[src/rtl/bcd_to_bin_if.sv]
// Handshake and data bundle between a BCD-to-binary requester and the converter.
interface bcd_to_bin_if;
    logic        start;
    logic [39:0] bcd;
    logic        sign;
    logic [31:0] bin;
    logic        err;
    logic        done;
    logic        ready;

    modport master (
        output start, bcd, sign,
        input  bin, err, done, ready
    );

    modport slave (
        input  start, bcd, sign,
        output bin, err, done, ready
    );
endinterface

[src/rtl/bcd_to_bin.sv]
// Sequential 10-digit signed BCD to 32-bit two's-complement converter.
// Uses reverse double dabble: 34 right shifts of {bcd_reg, acc_reg}, with
// every digit >= 8 reduced by 3 after each shift. Result is saturated to an
// error when a digit is invalid or the magnitude does not fit in 32 bits.
module bcd_to_bin (
    input  logic         clk,
    input  logic         rst,
    bcd_to_bin_if.slave  bus
);
    typedef enum logic [1:0] {
        READY  = 2'd0,
        DABBLE = 2'd1,
        FINISH = 2'd2
    } state_t;

    state_t      state_reg;
    state_t      state_next;
    logic [5:0]  count_reg;
    logic [39:0] bcd_reg;
    logic [33:0] acc_reg;
    logic        sign_reg;
    logic        bad_reg;
    logic [31:0] bin_reg;
    logic        err_reg;
    logic        done_reg;

    logic [39:0] bcd_shift;
    logic [39:0] bcd_adj;
    logic [9:0]  digit_bad;
    logic        ovf;

    assign bcd_shift = bcd_reg >> 1;

    // Per-digit correction after the shift and per-digit validity of the input.
    generate
        for (genvar gi = 0; gi < 10; gi++) begin : g_digit
            assign bcd_adj[4*gi +: 4] = (bcd_shift[4*gi +: 4] >= 4'd8)
                                      ? (bcd_shift[4*gi +: 4] - 4'd3)
                                      : bcd_shift[4*gi +: 4];
            assign digit_bad[gi] = (bus.bcd[4*gi +: 4] > 4'd9);
        end
    endgenerate

    // Negative results may reach 2^31; positive ones stop at 2^31-1.
    assign ovf = sign_reg ? (acc_reg > 34'd2147483648)
                          : (acc_reg > 34'd2147483647);

    // State register.
    always_ff @(posedge clk or posedge rst) begin
        if (rst) begin
            state_reg <= READY;
        end else begin
            state_reg <= state_next;
        end
    end

    // Next-state logic; the spare encoding falls back to READY.
    always_comb begin
        state_next = READY;
        case (state_reg)
            READY:   state_next = bus.start ? DABBLE : READY;
            DABBLE:  state_next = (count_reg == 6'd0) ? FINISH : DABBLE;
            FINISH:  state_next = READY;
            default: state_next = READY;
        endcase
    end

    // Output logic: ready only when idle and no request is being presented.
    always_comb begin
        bus.ready = (state_reg == READY) && !bus.start;
    end

    // Datapath: capture, shift/correct, and final sign/range handling.
    always_ff @(posedge clk or posedge rst) begin
        if (rst) begin
            count_reg <= 6'd0;
            bcd_reg   <= 40'd0;
            acc_reg   <= 34'd0;
            sign_reg  <= 1'b0;
            bad_reg   <= 1'b0;
            bin_reg   <= 32'd0;
            err_reg   <= 1'b0;
            done_reg  <= 1'b0;
        end else begin
            done_reg <= (state_reg == FINISH);
            case (state_reg)
                READY: begin
                    if (bus.start) begin
                        bcd_reg   <= bus.bcd;
                        acc_reg   <= 34'd0;
                        sign_reg  <= bus.sign;
                        bad_reg   <= |digit_bad;
                        count_reg <= 6'd33;
                    end
                end
                DABBLE: begin
                    bcd_reg   <= bcd_adj;
                    acc_reg   <= {bcd_reg[0], acc_reg[33:1]};
                    count_reg <= count_reg - 6'd1;
                end
                FINISH: begin
                    if (bad_reg || ovf) begin
                        bin_reg <= 32'd0;
                        err_reg <= 1'b1;
                    end else begin
                        bin_reg <= sign_reg ? (32'd0 - acc_reg[31:0]) : acc_reg[31:0];
                        err_reg <= 1'b0;
                    end
                end
                default: begin
                end
            endcase
        end
    end

    assign bus.bin  = bin_reg;
    assign bus.err  = err_reg;
    assign bus.done = done_reg;
endmodule

[src/flat_wrapper.sv]
// flat-port wrapper written by rule: the top's interface ports become plain ports
module bcd_to_bin_flat 
  (clk, rst, bus_start, bus_bcd, bus_sign, bus_bin, bus_err, bus_done, bus_ready);
  bcd_to_bin_if bus_i ();
  input  logic clk;
  input  logic rst;
  input wire logic [$bits(bus_i.start)-1:0] bus_start;
  input wire logic [$bits(bus_i.bcd)-1:0] bus_bcd;
  input wire logic [$bits(bus_i.sign)-1:0] bus_sign;
  output wire logic [$bits(bus_i.bin)-1:0] bus_bin;
  output wire logic [$bits(bus_i.err)-1:0] bus_err;
  output wire logic [$bits(bus_i.done)-1:0] bus_done;
  output wire logic [$bits(bus_i.ready)-1:0] bus_ready;
  assign bus_i.start = bus_start;
  assign bus_i.bcd = bus_bcd;
  assign bus_i.sign = bus_sign;
  assign bus_bin = bus_i.bin;
  assign bus_err = bus_i.err;
  assign bus_done = bus_i.done;
  assign bus_ready = bus_i.ready;
  bcd_to_bin u_core (.clk(clk), .rst(rst), .bus(bus_i));
endmodule
[config.mk]
export PLATFORM = sky130hd
export DESIGN_NAME = bcd_to_bin_flat
export DESIGN_NICKNAME = d
export VERILOG_FILES = /design/src/rtl/bcd_to_bin_if.sv /design/src/rtl/bcd_to_bin.sv /design/src/flat_wrapper.sv
export SDC_FILE = /design/constraint.sdc
export NUM_CORES = 1
export LEC_CHECK = 0
export BUFFER_PORTS_ARGS = -buffer_cell sky130_fd_sc_hd__buf_2
export CORE_ASPECT_RATIO = 0.75
export CORE_MARGIN = 4
export CORE_UTILIZATION = 50
export DETAILED_ROUTE_END_ITERATION = 6
export HOLD_SLACK_MARGIN = 0.02
export MAX_ROUTING_LAYER = met4
export PLACE_DENSITY = 0.7
export SETUP_SLACK_MARGIN = 0.15
export SYNTH_ARGS = -nofsm -noshare
export SYNTH_HDL_FRONTEND = slang
export SYNTH_SLANG_ARGS = --single-unit
[constraint.sdc]
create_clock -name clk -period 7.4 [get_ports clk]
set_input_delay 0.74 -clock clk [delete_from_list [all_inputs] [get_ports clk]]
set_output_delay 0.74 -clock clk [all_outputs]
set_load 0.02 [all_outputs]
==> flow_metrics.env, run 1 <==
export IMPL_ys_seq_area_share_pct=47.4
export IMPL_yosysWarningCount=0
export IMPL_postCtsHoldBufs=0
export IMPL_first_pass_iters=5
export IMPL_clock_sinks=118
export IMPL_fillers=1014
export IMPL_gp_congestion=0.841
export IMPL_setup_viol=0
export IMPL_critPathMaxFanout=31
export IMPL_fin_cells=904
export IMPL_hpwl_um=9700
export IMPL_cts_root_buf="clkbuf_16"
export IMPL_vias=5126
export IMPL_clockPowerShare_pct=29.7
export IMPL_cellPowerDensity_mw_per_mm2=486
export IMPL_grt_pass1_vias=5110
export IMPL_ys_ff_latch=118
export IMPL_ys_top_cells_by_count="nand2_1 (145), dfrtp_1 (118), o21ai_0 (62)"
export IMPL_p_seq_share_pct=32.2
export IMPL_fin_nets=790
export IMPL_largest_register_ffs=40
export IMPL_swShare_pct=39.4
export IMPL_cts_clk_slew_worst_paths_ps=60
export IMPL_syn2layout_area_growth_pct=19.6
export IMPL_startpoint_type="register"
export IMPL_stdcell_area_mm2=0.00746
export IMPL_maxCapViolCount=0
export IMPL_hold_viol=0
export IMPL_cts_resized=0
export IMPL_slew_headroom_pct=24.4
export IMPL_fmax_ghz=0.413
export IMPL_min_period_ps=2420
export IMPL_placed_area_mm2=0.00669
export IMPL_pin_count=79
export IMPL_syn_area_per_cell_um2=9.40
export IMPL_gr_usage_all_layers_pct=23.2
export IMPL_hp_class="input pin to asynchronous set/reset pin"
export IMPL_status="finished, final reports clean"
export IMPL_place_inst=872
export IMPL_final_max_slew_violation_count=0
export IMPL_synthesis_instances=663
export IMPL_start_util_pct=50.8
export IMPL_cts_tree="built"
export IMPL_h_tree_depth=4
export IMPL_numPortBuffers=78
export IMPL_yosys_top_cells_area="dfrtp_1 (47%), nand2_1 (8.7%), o21ai_0 (5.0%)"
export IMPL_grt_first_pass_wirelength_um=25900
export IMPL_yosysMostFrequentCell="nand2_1"
export IMPL_via_per_inst=5.67
export IMPL_async_flop_share_pct=100
export IMPL_dieArea_mm2=0.0143
export IMPL_syn_cell_area_mm2=0.00623
export IMPL_yosysTopAreaCell="dfrtp_1"
export IMPL_power_switching_uw=1430
export IMPL_drt_iter0_markers=450
export IMPL_routed_wl_um=15200
export IMPL_die_h_um=105
export IMPL_antenna_left=0
export IMPL_layout_drive_gt1_share_pct=19.9
export IMPL_wl_per_cell_um=16.8
export IMPL_fp_dieW_um=137
export IMPL_synth_edff_count=0
export IMPL_grt_max_degree=85
export IMPL_cp_data_arrival_time_ps=2750
export IMPL_cts_buffers_inserted=17
export IMPL_postCtsSetupBuffers=0
export IMPL_clk_latency_ps=410
export IMPL_n_antenna_cell=0
export IMPL_clock_skew_ps=8.31
export IMPL_cts_max_path_buffers=2
export IMPL_syn_num_nets=728
export IMPL_fin_crit_sh_pct=32.7
export IMPL_vdd_drop_max_v=0.000195
export IMPL_worst_setup_path_end_kind="register"
export IMPL_antenna_found_initial=0
export IMPL_synth_top_area_share_pct=47.4
export IMPL_fin_tns_setup_ps=0
export IMPL_drc=0
export IMPL_worst_slew_pin_slew_ps=1130
export IMPL_total_leakage_power_uw=0.00351
export IMPL_rows=35
export IMPL_rsz0062_at_grt="false"
export IMPL_synth_distinct_cells=54
export IMPL_core_mm2=0.0123
export IMPL_comb_power_share_pct=38.1
export IMPL_critPathKind="register to register"
export IMPL_synth_ff_type="dfrtp_1"
export IMPL_grt_ovfl_total=0
export IMPL_worstPathRequired_ps=7730
export IMPL_internal_power_uw=2190
-- power by group through the flow --
stage          Combinational (uW)  Sequential (uW)  Clock [uW]
6_report                     1380             1170        1070
3_5_place_dp                 1360             1160           0
5_1_grt                      1560             1200        1120
2_1_floorplan                1150             1050           0
3_3_place_gp                 1300             1150           0
4_1_cts                      1370             1160        1090
-- path summary, 6_finish.rpt --
path                                               start                             end  slack, ps  depth (start not counted)
setup / recovery           u_core.acc_reg[1]$_DFFE_PP0P_  u_core.bus.bin[29]$_DFFE_PP0P_       4980                          8
hold / removal                                       rst  u_core.bus.bin[12]$_DFFE_PP0P_        340                          2
setup reg to reg           u_core.acc_reg[1]$_DFFE_PP0P_  u_core.bus.bin[29]$_DFFE_PP0P_       4980                          8
hold reg to reg            u_core.bus.bin[7]$_DFFE_PP0P_   u_core.bus.bin[7]$_DFFE_PP0P_        480                          2
max in group asynchronous                            rst  u_core.bcd_reg[13]$_DFFE_PP0P_       5630                          3
min in group clk           u_core.bus.bin[7]$_DFFE_PP0P_   u_core.bus.bin[7]$_DFFE_PP0P_        480                          2
-- critical path: stages, from the launching register on --
cell,delay [ps]
dfrtp_1,410
inv_1,110
ha_1,200
nor3b_1,440
nand4b_1,290
nor3_2,250
a41oi_2,130
buf_4,320
o21ai_1,190
-- layout by cell type (no fill, tap or decap), drive strengths merged, types with 2 or more instances in the layout --
master / Yosys / layout
xor2: 27 / 27
nor2b: 12 / 12
buf: 10 / 86
clkbuf: 32 / 18
a31oi: 18 / 18
o211a: 9 / 9
nor4: 9 / 9
xnor2: 21 / 21
or4: 2 / 2
o41ai: 11 / 11
a221o: 9 / 9
o22ai: 9 / 9
nand3: 9 / 9
nor2: 13 / 13
a21oi: 10 / 10
dfrtp: 118 / 118
o21ai: 92 / 92
clkinv: 0 / 3
a22oi: 12 / 12
nand4: 2 / 2
or2: 3 / 3
inv: 24 / 25
nor3: 9 / 9
or3: 6 / 6
nand2: 147 / 147
nand2b: 3 / 3
o31ai: 10 / 10
ha: 21 / 21
bufinv: 0 / 10
nand4b: 3 / 3
and2: 2 / 2
-- metrics by stage --
step	power [uW]	hold WS, ps	utilization, %	setup slack [ps]
after floorplan	2200	446	-	3530
after global placement	2440	460	54.6	4930
after detailed placement	2520	472	54.6	4900
after CTS	3620	355	60.8	4990
after global routing	3880	369	60.8	4720
final	3620	344	60.8	4980
-- area by class of cell --
cell class,instances,area [um2],share of cell area [%]
Inverter,24,92.6,1.24
Clock inverter,14,324,4.35
Tap cell,166,208,2.79
Sequential cell,118,2950,39.6
Multi-Input combinational cell,478,2990,40.1
Clock buffer,18,439,5.89
Timing Repair Buffer,86,450,6.04
-- kinds of logic after synthesis --
| family | after synthesis | share of synthesized area, % |
|---|---|---|
| simple gates | 221 | 16.6 |
| xor+xnor | 48 | 6.74 |
| flops | 118 | 47.4 |
| mux | 1 | 0.161 |
| compound gates | 187 | 20.1 |
| fa+ha+maj | 21 | 4.21 |
| buf+inv | 67 | 4.88 |
-- routing by layer --
metal / track usage [%] / share of wire, % / vias to the layer above
met5: - / 0 / -
met1: 33.1 / 46 / 2510
li1: - / - / 2439
met4: 7.12 / 1.5 / 0
met3: 4.28 / 5.4 / 19
met2: 33.9 / 47 / 158
Note: power is estimated with default switching activity, not from simulation.
==> run 2, diff against run 1 <==
==> constraint.sdc (replaced) <==
create_clock -name clk -period 2.3 [get_ports clk]
set_input_delay 0.23 -clock clk [delete_from_list [all_inputs] [get_ports clk]]
set_output_delay 0.23 -clock clk [all_outputs]
set_load 0.02 [all_outputs]
==> run 2 against run 1 <==
- non-clock buffer count increased by 15
- combinational power increased to 3.5 times the previous value
- via count increased by 1.8%
- register-to-register slack got worse by 4800 ps
- worst hold slack got worse by 340 ps
- final area increased by 0.57%
- final cell count increased by 1.7%
- utilization increased by 0.35 points
- largest cell class unchanged
==> flow_metrics.env, run 2 (synthesized netlist as in run 1, its figures left out) <==
export IMPL_status="finished, final reports clean"
export IMPL_endpoint="u_core.bus.bin[29]$_DFFE_PP0P_"
export IMPL_postCtsHoldBufs=0
export IMPL_worst_setup_path_end_kind="register"
export IMPL_maxCapViolCount=0
export IMPL_largest_register_ffs=40
export IMPL_dieArea_mm2=0.0143
export IMPL_fin_nets=805
export IMPL_pin_count=79
export IMPL_fin_tns_setup_ps=0
export IMPL_drc=0
export IMPL_slew_headroom_pct=57.7
export IMPL_swShare_pct=41.4
export IMPL_total_leakage_power_uw=0.00353
export IMPL_cts_clk_slew_worst_paths_ps=60
export IMPL_wl_per_cell_um=16.6
export IMPL_syn2layout_area_growth_pct=20.3
export IMPL_grt_ovfl_total=0
export IMPL_cellPowerDensity_mw_per_mm2=1510
export IMPL_path_buf_inv=0
export IMPL_worstPathCellList="or4_4 > or3_4 > o41ai_4 > xor2_1 > o21ai_1"
export IMPL_core_mm2=0.0123
export IMPL_die_h_um=105
export IMPL_power_switching_uw=4690
export IMPL_cp_num_cells=5
export IMPL_setup_viol=0
export IMPL_vias=5216
export IMPL_layout_drive_gt1_share_pct=22.0
export IMPL_grt_pass1_vias=5185
export IMPL_internal_power_uw=6630
export IMPL_stdcell_area_mm2=0.00750
export IMPL_vdd_drop_max_v=0.000645
export IMPL_startpoint_type="register"
export IMPL_worst_slew_pin_slew_ps=635
export IMPL_clock_skew_ps=9.69
export IMPL_numPortBuffers=78
export IMPL_cts_max_path_buffers=2
export IMPL_final_cell_mix="nand2_1 (145), dfrtp_1 (118), buf_2 (78), o21ai_0 (62), xor2_1 (27)"
export IMPL_gp_congestion=0.867
export IMPL_hold_viol=0
export IMPL_critPathMaxFanout=5
export IMPL_hpwl_um=10000
export IMPL_grt_max_degree=119
export IMPL_gr_usage_all_layers_pct=23.0
export IMPL_min_period_ps=2080
export IMPL_cts_tree="built"
export IMPL_n_antenna_cell=0
export IMPL_rr_worst_depth=5
export IMPL_r2r_start="u_core.acc_reg[18]$_DFFE_PP0P_"
export IMPL_final_max_slew_violation_count=0
export IMPL_cp_data_arrival_time_ps=2360
export IMPL_cp_slowest_cell="or4_4"
export IMPL_start_util_pct=50.8
export IMPL_final_util_pct=61.2
export IMPL_placed_area_mm2=0.00682
export IMPL_layout_commonest_cell="nand2_1"
export IMPL_fp_dieW_um=137
export IMPL_hp_class="input pin to asynchronous set/reset pin"
export IMPL_antenna_left=0
export IMPL_clockPowerShare_pct=24.3
export IMPL_cp_slowest_stage_delay_ps=580
export IMPL_p_seq_share_pct=32.6
export IMPL_clock_sinks=118
export IMPL_fmax_ghz=0.480
export IMPL_cts_root_buf="clkbuf_16"
export IMPL_via_per_inst=5.68
export IMPL_reg2reg_to="u_core.bus.bin[29]$_DFFE_PP0P_"
export IMPL_grt_first_pass_wirelength_um=25700
export IMPL_fin_crit_sh_pct=90.6
export IMPL_rsz0062_at_grt="false"
export IMPL_r2r_slack_ps=220
export IMPL_clk_latency_ps=410
export IMPL_cp_startpoint="u_core.acc_reg[18]$_DFFE_PP0P_"
export IMPL_worst_path_dominant_cell_family="simple AND/OR/NAND/NOR gates"
export IMPL_critPathKind="register to register"
export IMPL_comb_power_share_pct=43.1
export IMPL_cts_buffers_inserted=17
export IMPL_antenna_found_initial=0
export IMPL_first_pass_iters=5
export IMPL_drt_iter0_markers=537
export IMPL_rows=35
export IMPL_h_tree_depth=4
export IMPL_power_uw=11300
export IMPL_routed_wl_um=15300
export IMPL_worstPathRequired_ps=2580
[run 2: cell types whose count changed in the layout (fill, tap and decap cells not counted), sizes merged]
| cell | before | now |
|---|---|---|
| inv | 25 | 23 |
| clkinvlp | 0 | 5 |
| clkinv | 3 | 6 |
| bufinv | 10 | 4 |
| buf | 86 | 101 |
[run 2: worst min-delay path by stage]
| stage | startpoint | endpoint | slack [ps] | cells after the start |
|---|---|---|---|---|
| after global routing | bus_sign | u_core.sign_reg$_DFFE_PP0P_ | 30 | 3 |
| after floorplan | bus_bcd[39] | u_core.bcd_reg[39]$_DFFE_PP0P_ | 340 | 2 |
| final | rst | u_core.bcd_reg[10]$_DFFE_PP0P_ | 1 | 3 |
| after detailed placement | bus_sign | u_core.sign_reg$_DFFE_PP0P_ | 450 | 3 |
| after global placement | bus_bcd[39] | u_core.bcd_reg[39]$_DFFE_PP0P_ | 430 | 3 |
| after CTS | rst | u_core.bcd_reg[10]$_DFFE_PP0P_ | 30 | 3 |
[run 2: worst min-delay path: stages]
cell        delay (ps)
buf_2              110
clkinvlp_4          70
buf_12             460
[run 2: layer usage]
metal  up-vias  routed length [um]  global-route usage [%]
li1       2466                   -                       -
met1      2543                7270                    32.7
met2       183                6900                    32.7
met3        24                 832                    5.10
met4         0                 263                    7.41
met5         -                   0                       -
[run 2: timing repair]
action	in CTS	in global routing
endpoints found under the setup margin	30	33
cloned	0	0
resized for setup	1	8
pin swaps	0	2
buffers inserted	0	2
[run 2: cell type report]
class / instances / area, um2
sequential: 118 / 2950
clock buffer: 18 / 429
tap: 166 / 208
timing repair buffer: 101 / 596
inverter: 24 / 93.8
clock inverter: 14 / 184
multi-input combinational: 478 / 3040
fill: 1023 / 4760
[run 2: power by group through the flow]
stage | Clock (uW) | Sequential [uW] | Combinational, uW
final | 2750 | 3690 | 4890
after floorplan | 0 | 3380 | 3690
after CTS | 2790 | 3650 | 4710
after global placement | 0 | 3630 | 4490
after detailed placement | 0 | 3670 | 4650
after global routing | 2910 | 3800 | 5440
[run 2: per-stage QoR]
step	setup slack (ps)	cells	hold slack, ps
floorplan	285	663	335
global placement	247	885	432
detailed placement	121	885	451
CTS	161	917	25.0
global route	138	919	25.5
finish	216	919	1.41
==> run 3, diff against run 2 <==
--- a/config.mk
+++ b/config.mk
@@ -8,11 +8,12 @@
 export BUFFER_PORTS_ARGS = -buffer_cell sky130_fd_sc_hd__buf_2
 export CORE_ASPECT_RATIO = 0.75
 export CORE_MARGIN = 4
-export CORE_UTILIZATION = 50
+export CORE_UTILIZATION = 58
 export DETAILED_ROUTE_END_ITERATION = 6
 export HOLD_SLACK_MARGIN = 0.02
 export MAX_ROUTING_LAYER = met4
-export PLACE_DENSITY = 0.7
+export PLACE_DENSITY = 0.8
+export REMOVE_ABC_BUFFERS = 1
 export SETUP_SLACK_MARGIN = 0.15
 export SYNTH_ARGS = -nofsm -noshare
 export SYNTH_HDL_FRONTEND = slang
==> constraint.sdc (replaced) <==
create_clock -name clk -period 2.3 [get_ports clk]
set_input_delay 0.345 -clock clk [delete_from_list [all_inputs] [get_ports clk]]
set_output_delay 0.345 -clock clk [all_outputs]
set_load 0.02 [all_outputs]
==> run 3 against run 2 <==
- via count is 1.8% higher
- register-to-register slack worse by 60 ps
- clock power is 3% lower
- critical path depth stayed put
- sequential share of layout area is 0.072 points higher
- critical path type unchanged
==> flow_metrics.env, run 3 (synthesized netlist as in run 1, its figures left out) <==
export IMPL_status="finished, final reports clean"
export IMPL_slew_headroom_pct=42.6
export IMPL_cts_root_buf="clkbuf_16"
export IMPL_critPathMaxFanout=5
export IMPL_power_uw=11300
export IMPL_fmax_ghz=0.466
export IMPL_grt_ovfl_total=0
export IMPL_cts_clk_slew_worst_paths_ps=60
export IMPL_swShare_pct=41.9
export IMPL_start_util_pct=60.1
export IMPL_regArea_mm2=0.00295
export IMPL_gp_congestion=0.917
export IMPL_syn2layout_area_growth_pct=20.0
export IMPL_postCtsHoldBufs=0
export IMPL_setup_slack_ps=155
export IMPL_hpwl_um=9750
export IMPL_internal_power_uw=6560
export IMPL_drc=0
export IMPL_vdd_drop_max_v=0.000886
export IMPL_n_antenna_cell=0
export IMPL_rsz0062_at_grt="true"
export IMPL_fin_crit_sh_pct=93.3
export IMPL_min_period_ps=2150
export IMPL_grt_pass1_vias=5148
export IMPL_via_per_inst=5.98
export IMPL_reg2reg_to="u_core.bus.bin[31]$_DFFE_PP0P_"
export IMPL_numPortBuffers=78
export IMPL_clock_skew_ps=9.25
export IMPL_final_max_slew_violation_count=0
export IMPL_cellPowerDensity_mw_per_mm2=1510
export IMPL_hp_class="input pin to asynchronous set/reset pin"
export IMPL_vias=5310
export IMPL_grt_max_degree=76
export IMPL_p_seq_share_pct=32.8
export IMPL_total_leakage_power_uw=0.00354
export IMPL_multiInputGateArea_mm2=0.00304
export IMPL_cts_buffers_inserted=17
export IMPL_final_cell_mix="nand2_1 (145), dfrtp_1 (118), buf_2 (78), o21ai_0 (61), xor2_1 (27)"
export IMPL_startpoint_type="register"
export IMPL_die_h_um=97.8
export IMPL_worst_slew_pin_slew_ps=854
export IMPL_pin_count=79
export IMPL_grt_first_pass_wirelength_um=25100
export IMPL_layout_commonest_cell="nand2_1"
export IMPL_drt_iter0_markers=490
export IMPL_fin_cells=888
export IMPL_cts_tree="built"
export IMPL_clock_sinks=118
export IMPL_core_mm2=0.0104
export IMPL_antenna_left=0
export IMPL_h_tree_depth=4
export IMPL_antenna_found_initial=0
export IMPL_dieArea_mm2=0.0125
export IMPL_wl_per_cell_um=17.7
export IMPL_hold_viol=0
export IMPL_layout_drive_gt1_share_pct=21.8
export IMPL_r2r_slack_ps=150
export IMPL_routed_wl_um=15700
export IMPL_clockPowerShare_pct=23.6
export IMPL_fillers=728
export IMPL_place_ws_ps=36.1
export IMPL_comb_power_share_pct=43.5
export IMPL_fp_dieW_um=128
export IMPL_cp_data_arrival_time_ps=2440
export IMPL_critPathKind="register to register"
export IMPL_worst_setup_path_end_kind="register"
export IMPL_cts_max_path_buffers=2
export IMPL_rows=32
export IMPL_rr_worst_depth=5
export IMPL_setup_viol=0
export IMPL_worstPathRequired_ps=2590
export IMPL_largest_register_ffs=40
export IMPL_clk_latency_ps=410
export IMPL_power_switching_uw=4730
export IMPL_place_inst=851
export IMPL_fin_tns_setup_ps=0
export IMPL_r2r_start="u_core.acc_reg[18]$_DFFE_PP0P_"
export IMPL_gr_usage_all_layers_pct=25.3
export IMPL_maxCapViolCount=0
export IMPL_fin_nets=804
export IMPL_first_pass_iters=6
==> run 3: per-layer routing <==
metal / up-vias / track usage, % / share of wire (%)
met5: - / - / 0
met4: 0 / 7.18 / 1.6
met3: 25 / 4.98 / 6.1
met2: 197 / 40.0 / 49
met1: 2614 / 33.3 / 43
li1: 2474 / - / -
==> run 3: stage by stage <==
stage,utilization (%),cell area (um2),hold slack [ps]
floorplan,-,6020,446
global placement,65.1,6750,448
global route,72.2,7480,61.6
detailed placement,65.1,6750,456
CTS,70.9,7360,21.7
finish,72.2,7480,6.98
==> run 3: final cells by class <==
type	instances	area share, %
Multi-Input combinational cell	478	40.7
Sequential cell	118	39.5
Timing Repair Buffer	100	8.44
Clock buffer	23	6.25
Tap cell	136	2.27
Clock inverter	9	1.67
Inverter	24	1.24
==> run 3: how the worst max path moves through the flow <==
stage	startpoint	to	slack [ps]
2_1_floorplan	u_core.state_reg[1]$_DFF_PP0_	u_core.bcd_reg[10]$_DFFE_PP0P_	-1380
3_3_place_gp	u_core.acc_reg[18]$_DFFE_PP0P_	u_core.bus.err$_DFFE_PP0P_	260
3_5_place_dp	u_core.acc_reg[18]$_DFFE_PP0P_	u_core.bus.bin[20]$_DFFE_PP0P_	40
4_1_cts	u_core.acc_reg[10]$_DFFE_PP0P_	u_core.bus.bin[28]$_DFFE_PP0P_	150
5_1_grt	u_core.acc_reg[23]$_DFFE_PP0P_	u_core.bus.bin[20]$_DFFE_PP0P_	110
6_report	u_core.acc_reg[18]$_DFFE_PP0P_	u_core.bus.bin[31]$_DFFE_PP0P_	150
==> run 3: repair_timing <==
item | CTS | global route
setup buffers | 0 | 2
pin swaps | 0 | 3
setup endpoints to repair | 32 | 32
gates cloned | 0 | 3
resized for setup | 3 | 11
==> run 3: critical path: stages (launching register included) <==
cell	delay (ps)
dfrtp_1	450
or4_4	570
or3_4	430
nor3_2	210
nand3_1	120
a31o_1	260
==> run 3: power groups by stage <==
stage	registers, uW	logic, uW	clock network (uW)
floorplan	3460	3430	0
global placement	3590	4340	0
detailed placement	3650	4580	0
CTS	3650	4650	2710
global route	3810	5450	2810
finish	3710	4920	2670
